--- src/rtl/buckshot_pkg.sv ---
// Shared types and constants for the buckshot sprite controller.
package buckshot_pkg;

  typedef logic [11:0] rgb12_t;
  typedef logic [3:0]  pal_idx_t;

  typedef enum logic {
    FLASH_IDLE = 1'b0,
    FLASH_ON   = 1'b1
  } flash_state_t;

  localparam pal_idx_t TRANSP_IDX_DEF = 4'hC;
  localparam pal_idx_t FLASH_IDX_DEF  = 4'h3;
  localparam int       SCREEN_W_DEF   = 640;
  localparam int       SCREEN_H_DEF   = 480;

  // A flash recolours opaque texels only, so transparency survives the flash.
  function automatic pal_idx_t select_index(input pal_idx_t q, input logic flash,
                                            input pal_idx_t transp, input pal_idx_t flash_idx);
    if (flash && (q != transp)) begin
      return flash_idx;
    end else begin
      return q;
    end
  endfunction

endpackage

--- src/rtl/buckshot_flash_fsm.sv ---
// Hit-flash sequencer: holds flashing for FLASH_FRAMES frame ticks, retriggered by hit.
module buckshot_flash_fsm
  import buckshot_pkg::*;
#(
  parameter int FLASH_FRAMES = 8
) (
  input  logic clk,
  input  logic rst,
  input  logic hit,
  input  logic frame_tick,
  output logic flashing
);

  flash_state_t state_r, state_nxt_s;
  logic [7:0]   cnt_r, cnt_nxt_s;
  logic         flashing_r;

  // State, frame counter and registered flag.
  always_ff @(posedge clk or posedge rst) begin
    if (rst) begin
      state_r    <= FLASH_IDLE;
      cnt_r      <= 8'd0;
      flashing_r <= 1'b0;
    end else begin
      state_r    <= state_nxt_s;
      cnt_r      <= cnt_nxt_s;
      flashing_r <= (state_nxt_s == FLASH_ON);
    end
  end

  // Next state; a hit always reloads, even on the final frame tick.
  always_comb begin
    state_nxt_s = state_r;
    cnt_nxt_s   = cnt_r;
    case (state_r)
      FLASH_IDLE: begin
        if (hit) begin
          state_nxt_s = FLASH_ON;
          cnt_nxt_s   = 8'(FLASH_FRAMES);
        end else begin
          cnt_nxt_s   = 8'd0;
        end
      end
      FLASH_ON: begin
        if (hit) begin
          cnt_nxt_s = 8'(FLASH_FRAMES);
        end else if (frame_tick) begin
          if (cnt_r == 8'd1) begin
            state_nxt_s = FLASH_IDLE;
            cnt_nxt_s   = 8'd0;
          end else begin
            cnt_nxt_s   = cnt_r - 8'd1;
          end
        end else begin
          cnt_nxt_s = cnt_r;
        end
      end
      default: begin
        state_nxt_s = FLASH_IDLE;
        cnt_nxt_s   = 8'd0;
      end
    endcase
  end

  assign flashing = flashing_r;

endmodule

--- src/rtl/buckshot_sprite_ctrl.sv ---
// Buckshot sprite drawing pipeline: raster -> ROM address -> palette index -> registered RGB,
// with a frame-synchronous position update and the hit-flash sequencer.
module buckshot_sprite_ctrl
  import buckshot_pkg::*;
#(
  parameter int       SPR_W        = 64,
  parameter int       SPR_H        = 32,
  parameter int       SCREEN_W     = SCREEN_W_DEF,
  parameter int       SCREEN_H     = SCREEN_H_DEF,
  parameter pal_idx_t TRANSP_IDX   = TRANSP_IDX_DEF,
  parameter pal_idx_t FLASH_IDX    = FLASH_IDX_DEF,
  parameter int       FLASH_FRAMES = 8,
  parameter int       ADDR_W       = $clog2(SPR_W * SPR_H)
) (
  input  logic              Clk,
  input  logic              Reset,
  input  logic [9:0]        DrawX,
  input  logic [9:0]        DrawY,
  input  logic              blank,
  input  rgb12_t            bg_rgb,
  input  logic              pos_valid,
  input  logic [9:0]        pos_x,
  input  logic [9:0]        pos_y,
  output logic              pos_ready,
  input  logic              hit,
  output logic [ADDR_W-1:0] rom_addr,
  input  pal_idx_t          rom_q,
  output pal_idx_t          pal_index,
  input  rgb12_t            pal_rgb,
  output logic [3:0]        red,
  output logic [3:0]        green,
  output logic [3:0]        blue,
  output logic              flashing
);

  logic [9:0]        act_x_r, act_y_r, pend_x_r, pend_y_r;
  logic              pos_ready_r;
  logic              frame_tick_s, xfer_s, in_box_s;
  logic [9:0]        dx_s, dy_s;
  logic [ADDR_W-1:0] rom_addr_s, rom_addr_r;
  logic              in_box_r, blank_r;
  rgb12_t            bg_r, rgb_s, rgb_r;

  assign frame_tick_s = (DrawX == 10'd0) && (DrawY == 10'(SCREEN_H));
  assign xfer_s       = pos_valid && pos_ready_r;

  // Wrapping subtraction makes pixels left of / above the sprite look far outside the box.
  assign dx_s       = DrawX - act_x_r;
  assign dy_s       = DrawY - act_y_r;
  assign in_box_s   = (dx_s < 10'(SPR_W)) && (dy_s < 10'(SPR_H)) &&
                      (DrawX < 10'(SCREEN_W)) && (DrawY < 10'(SCREEN_H));
  assign rom_addr_s = ADDR_W'(20'(dy_s) * 20'(SPR_W) + 20'(dx_s));

  // Position slot: the active position only moves on a frame tick.
  always_ff @(posedge Clk or posedge Reset) begin
    if (Reset) begin
      act_x_r     <= 10'd0;
      act_y_r     <= 10'd0;
      pend_x_r    <= 10'd0;
      pend_y_r    <= 10'd0;
      pos_ready_r <= 1'b1;
    end else if (frame_tick_s) begin
      if (xfer_s) begin
        act_x_r <= pos_x;
        act_y_r <= pos_y;
      end else if (!pos_ready_r) begin
        act_x_r <= pend_x_r;
        act_y_r <= pend_y_r;
      end
      pos_ready_r <= 1'b1;
    end else if (xfer_s) begin
      pend_x_r    <= pos_x;
      pend_y_r    <= pos_y;
      pos_ready_r <= 1'b0;
    end
  end

  // Pixel pipeline registers: S0 address/flags, then the output colour.
  always_ff @(posedge Clk or posedge Reset) begin
    if (Reset) begin
      rom_addr_r <= '0;
      in_box_r   <= 1'b0;
      blank_r    <= 1'b0;
      bg_r       <= 12'h000;
      rgb_r      <= 12'h000;
    end else begin
      rom_addr_r <= rom_addr_s;
      in_box_r   <= in_box_s;
      blank_r    <= blank;
      bg_r       <= bg_rgb;
      rgb_r      <= rgb_s;
    end
  end

  // Palette lookup is idle outside the box; the colour mux picks black, background or sprite.
  always_comb begin
    pal_index = 4'h0;
    rgb_s     = 12'h000;
    if (in_box_r) begin
      pal_index = select_index(rom_q, flashing, TRANSP_IDX, FLASH_IDX);
    end else begin
      pal_index = 4'h0;
    end
    if (!blank_r) begin
      rgb_s = 12'h000;
    end else if (!in_box_r || (rom_q == TRANSP_IDX)) begin
      rgb_s = bg_r;
    end else begin
      rgb_s = pal_rgb;
    end
  end

  buckshot_flash_fsm #(
    .FLASH_FRAMES(FLASH_FRAMES)
  ) u_flash (
    .clk       (Clk),
    .rst       (Reset),
    .hit       (hit),
    .frame_tick(frame_tick_s),
    .flashing  (flashing)
  );

  assign pos_ready = pos_ready_r;
  assign rom_addr  = rom_addr_r;
  assign red       = rgb_r[11:8];
  assign green     = rgb_r[7:4];
  assign blue      = rgb_r[3:0];

endmodule

--- config.mk ---
export PLATFORM = sky130hd
export DESIGN_NAME = buckshot_sprite_ctrl
export DESIGN_NICKNAME = d
export VERILOG_FILES = /design/src/rtl/buckshot_pkg.sv /design/src/rtl/buckshot_flash_fsm.sv /design/src/rtl/buckshot_sprite_ctrl.sv
export SDC_FILE = /design/constraint.sdc
export NUM_CORES = 1
export LEC_CHECK = 0
export ABC_AREA = 1
export BUFFER_PORTS_ARGS = -buffer_cell sky130_fd_sc_hd__buf_4
export CORE_MARGIN = 2
export CORE_UTILIZATION = 40
export DETAILED_ROUTE_END_ITERATION = 8
export SKIP_CTS_REPAIR_TIMING = 1
export SLEW_MARGIN = 20
export SYNTH_ARGS = -nofsm -noshare
export SYNTH_HDL_FRONTEND = slang
export SYNTH_HIERARCHICAL = 1
export SYNTH_SLANG_ARGS = --single-unit
export TNS_END_PERCENT = 50
--- constraint.sdc ---
create_clock -name Clk -period 2.5 [get_ports Clk]
set_input_delay 0.5 -clock Clk [delete_from_list [all_inputs] [get_ports Clk]]
set_output_delay 0.5 -clock Clk [all_outputs]
set_load 0.02 [all_outputs]
==> impl_metrics.csv <==
group,metric,value,unit
sta,worst_slack,128,ps
sta,setup_violations,0,
place,pre_cts_slack,-198,ps
die,num_rows,40,
route,firstDrtPassIters,5,
worst_setup_path,crit_start,"act_x_r[0]",
die,die_w,115,microns
synthesis,ys_seq_area_frac,0.444,
synthesis,synthSimpleGateAreaFrac,0.339,
pwr,p_leak,3.49,nW
place,hpwl,9.00,mm
cts,cts-root-buf,"clkbuf_16",
route,drc,0,
cts,clk_pin_slew,70,ps
grt,antenna_found_initial,0,
sta,timing.hold.ws,114,ps
worst_setup_path,cp.arrival,2640,ps
worst_setup_path,slowest_delay,380,ps
worst_setup_path,crit_family,"adder cells",
worst_setup_path,r2r-start,"act_x_r[0]",
sta,tightest_slew,372,ps
final_layout,diodes,0,
worst_setup_path,start_kind,"flop",
synthesis,synth.distinct_cells,33,
status,outcome,"completed",
worst_setup_path,worst-path-buf-inv,1,
synthesis,synthAdderAreaFrac,0.0734,
sta,min_period,2370,ps
grt,grt_max_degree,68,
sta,slew_headroom,0.751,
worst_setup_path,reg2reg_to,"rom_addr[10]",
route,ant_nets,0,
worst_setup_path,crit_path_max_fanout,3,
worst_setup_path,worstRegToRegCells,13,
route,wl_per_cell,12.7,microns
cts,htreeDepth,3,
die,die_h,115,microns
cts,cts.sinks,87,
synthesis,yosys_warnings,6,
die,io_pins,102,
synthesis,synth_top_family_by_area,"simple AND/OR/NAND/NOR gates",
grt,track_usage,0.186,
final_layout,fin_util,0.525,
grt,grt_overflow,0,
worst_hold_path,hold_path_class,"input pin to async pin",
pwr,powerDensity,543,nW/um^2
grt,grt_pass1_wl,19.4,mm
synthesis,synth_flop_cell,"dfrtp_1",
final_layout,layout.nets,872,
synthesis,avgSynthCellArea,7.53,sq um
final_layout,nFillCells,1189,
cts,cts_made_buffers,9,
final_layout,area_growth,28.4,%
place,io_buffers,101,
synthesis,synth_compound_area_frac,0.0349,
pwr,ir_worst_vdd,0.000398,V
sta,skew,7.24,ps
run,cap_violations,0,
final_layout,layout-drive-gt1-share,0.223,
cts,tritoncts,"yes",
cts,clock_latency,340,ps
die,initial_utilization,0.409,
cts,clock_tree.buffer_depth,2,
sta,period_share,0.949,
grt,grt_pass1_vias,4218,
route,wirelength,11.7,mm
synthesis,synthCells,652,
synthesis,syn_nets,752,
worst_setup_path,path_class,"flop to flop",
synthesis,synthArstFlopShare,1.00,
synthesis,syn_area,4910,sq um
synthesis,synth.mux.area_fraction,0,
worst_setup_path,worst-r2r-setup-slack,130,ps
worst_setup_path,required,2770,ps
sta,slew_violations,0,
synthesis,synth_edf_count,0,
sta,fmax,422,MHz
worst_setup_path,cp_num_cells,13,
worst_setup_path,critical_path.slowest_cell,"dfrtp_1",
place,place_congestion,0.872,
route,vias,4364,
worst_setup_path,cp_cell_sequence,"ha_1, inv_1, fa_2, nand3_1, nand3_1, nand2_1, nand2_1, ha_2, fa_2, nand3_1, nand2_1, xnor2_1, xnor2_1",
worst_setup_path,crit_end,"rom_addr[10]",
worst_setup_path,worstSetupEndpointType,"flop",
route,via_per_inst,4.72,
route,first_iter_violations,232,
die,core,12000,sq um
synthesis,ys_ff_latch,87,
synthesis,synth_xor_area_frac,0.0232,
die,die_area,13200,sq um
sta,hold_viol,0,
[power breakdown]
group | switching [mW] | leakage (nW) | total (mW) | internal (mW)
clock network | 0.573 | 0.150 | 1.38 | 0.806
registers | 0.0245 | 1.13 | 1.49 | 1.47
logic | 0.297 | 2.20 | 0.555 | 0.258
total | 0.895 | 3.49 | 3.43 | 2.53
[cell usage after synthesis, types with 4 or more instances]
library cell / instances / area [sq um]
xnor2_1: 4 / 35.0
nor2_4: 5 / 56.3
nand4_1: 8 / 50.1
inv_1: 80 / 300
a21oi_1: 14 / 70.1
o21ai_0: 13 / 65.1
nand3_1: 65 / 325
dfrtp_1: 86 / 2150
ha_1: 24 / 300
clkbuf_1: 9 / 33.8
nand2_1: 244 / 916
nor2_1: 53 / 199
xor2_1: 9 / 78.8
buf_6: 4 / 45.0
nand2_2: 7 / 43.8
[registers in the layout, summed over array words and instances, names as in the netlist, 8 cells and up]
| name | cells |
|---|---|
| act_x_r | 10 |
| act_y_r | 10 |
| bg_r | 12 |
| pend_x_r | 10 |
| pend_y_r | 10 |
| rgb_r | 12 |
| rom_addr | 11 |
| u_flash/cnt_r | 8 |
[area by class of cell]
type / count / area [sq um] / area share
Multi-Input combinational cell: 463 / 2350 / 0.373
Sequential cell: 87 / 2180 / 0.346
Timing Repair Buffer: 128 / 973 / 0.154
Inverter: 83 / 312 / 0.0494
Clock buffer: 10 / 239 / 0.0379
Tap cell: 147 / 184 / 0.0292
Clock inverter: 6 / 67.6 / 0.0107
[cell families after synthesis]
kind of cell               count (synthesis)
AOI/OAI and AO/OA                         32
xor gates and xnor gates                  13
adders and majority gates                 27
buffers and inverters                    102
DFF                                       87
and+or+nand+nor                          391
[how the worst min path moves through the flow]
stage	cells past startpoint	from	end	slack [ps]
3_3_place_gp	2	pend_y_r[4]	pend_y_r[4]	450
2_1_floorplan	1	Reset	u_flash/cnt_r[0]	330
4_1_cts	2	Reset	rom_addr[10]	120
3_5_place_dp	2	pend_y_r[2]	pend_y_r[2]	460
5_1_grt	2	Reset	rom_addr[10]	120
6_report	2	Reset	rom_addr[10]	110
[metal layers]
| layer | wire length, microns | vias up | share of wire | global-route usage |
|---|---|---|---|---|
| li1 | - | 2261 | - | - |
| met4 | 208 | 0 | 0.018 | 0.0635 |
| met5 | 0 | - | 0 | 0 |
| met2 | 5590 | 82 | 0.48 | 0.298 |
| met1 | 5480 | 2007 | 0.47 | 0.253 |
| met3 | 454 | 14 | 0.039 | 0.0390 |
[cells in the final DEF, fill, tap and decap left out, drive strengths merged, types with 3 or more instances in the layout]
cell,n
o21ai,14
dfrtp,86
a21oi,15
nand4,8
fa,3
nand2,252
clkbuf,10
xor2,9
buf,128
nand3,65
ha,24
or2,3
nor2,58
xnor2,4
inv,84
clkinv,3
[per-stage QoR]
step / TNS [ps] / power, mW / instance area, sq um / cells
finish: 0 / 3.43 / 6300 / 924
global route: -0.104 / 3.60 / 6300 / 924
CTS: 0 / 3.46 / 6260 / 923
detailed placement: -278 / 2.06 / 5950 / 907
global placement: -182 / 2.05 / 5950 / 907
floorplan: 0 / 1.81 / 4910 / 652
No activity file was read; power rests on OpenSTA's default activity.
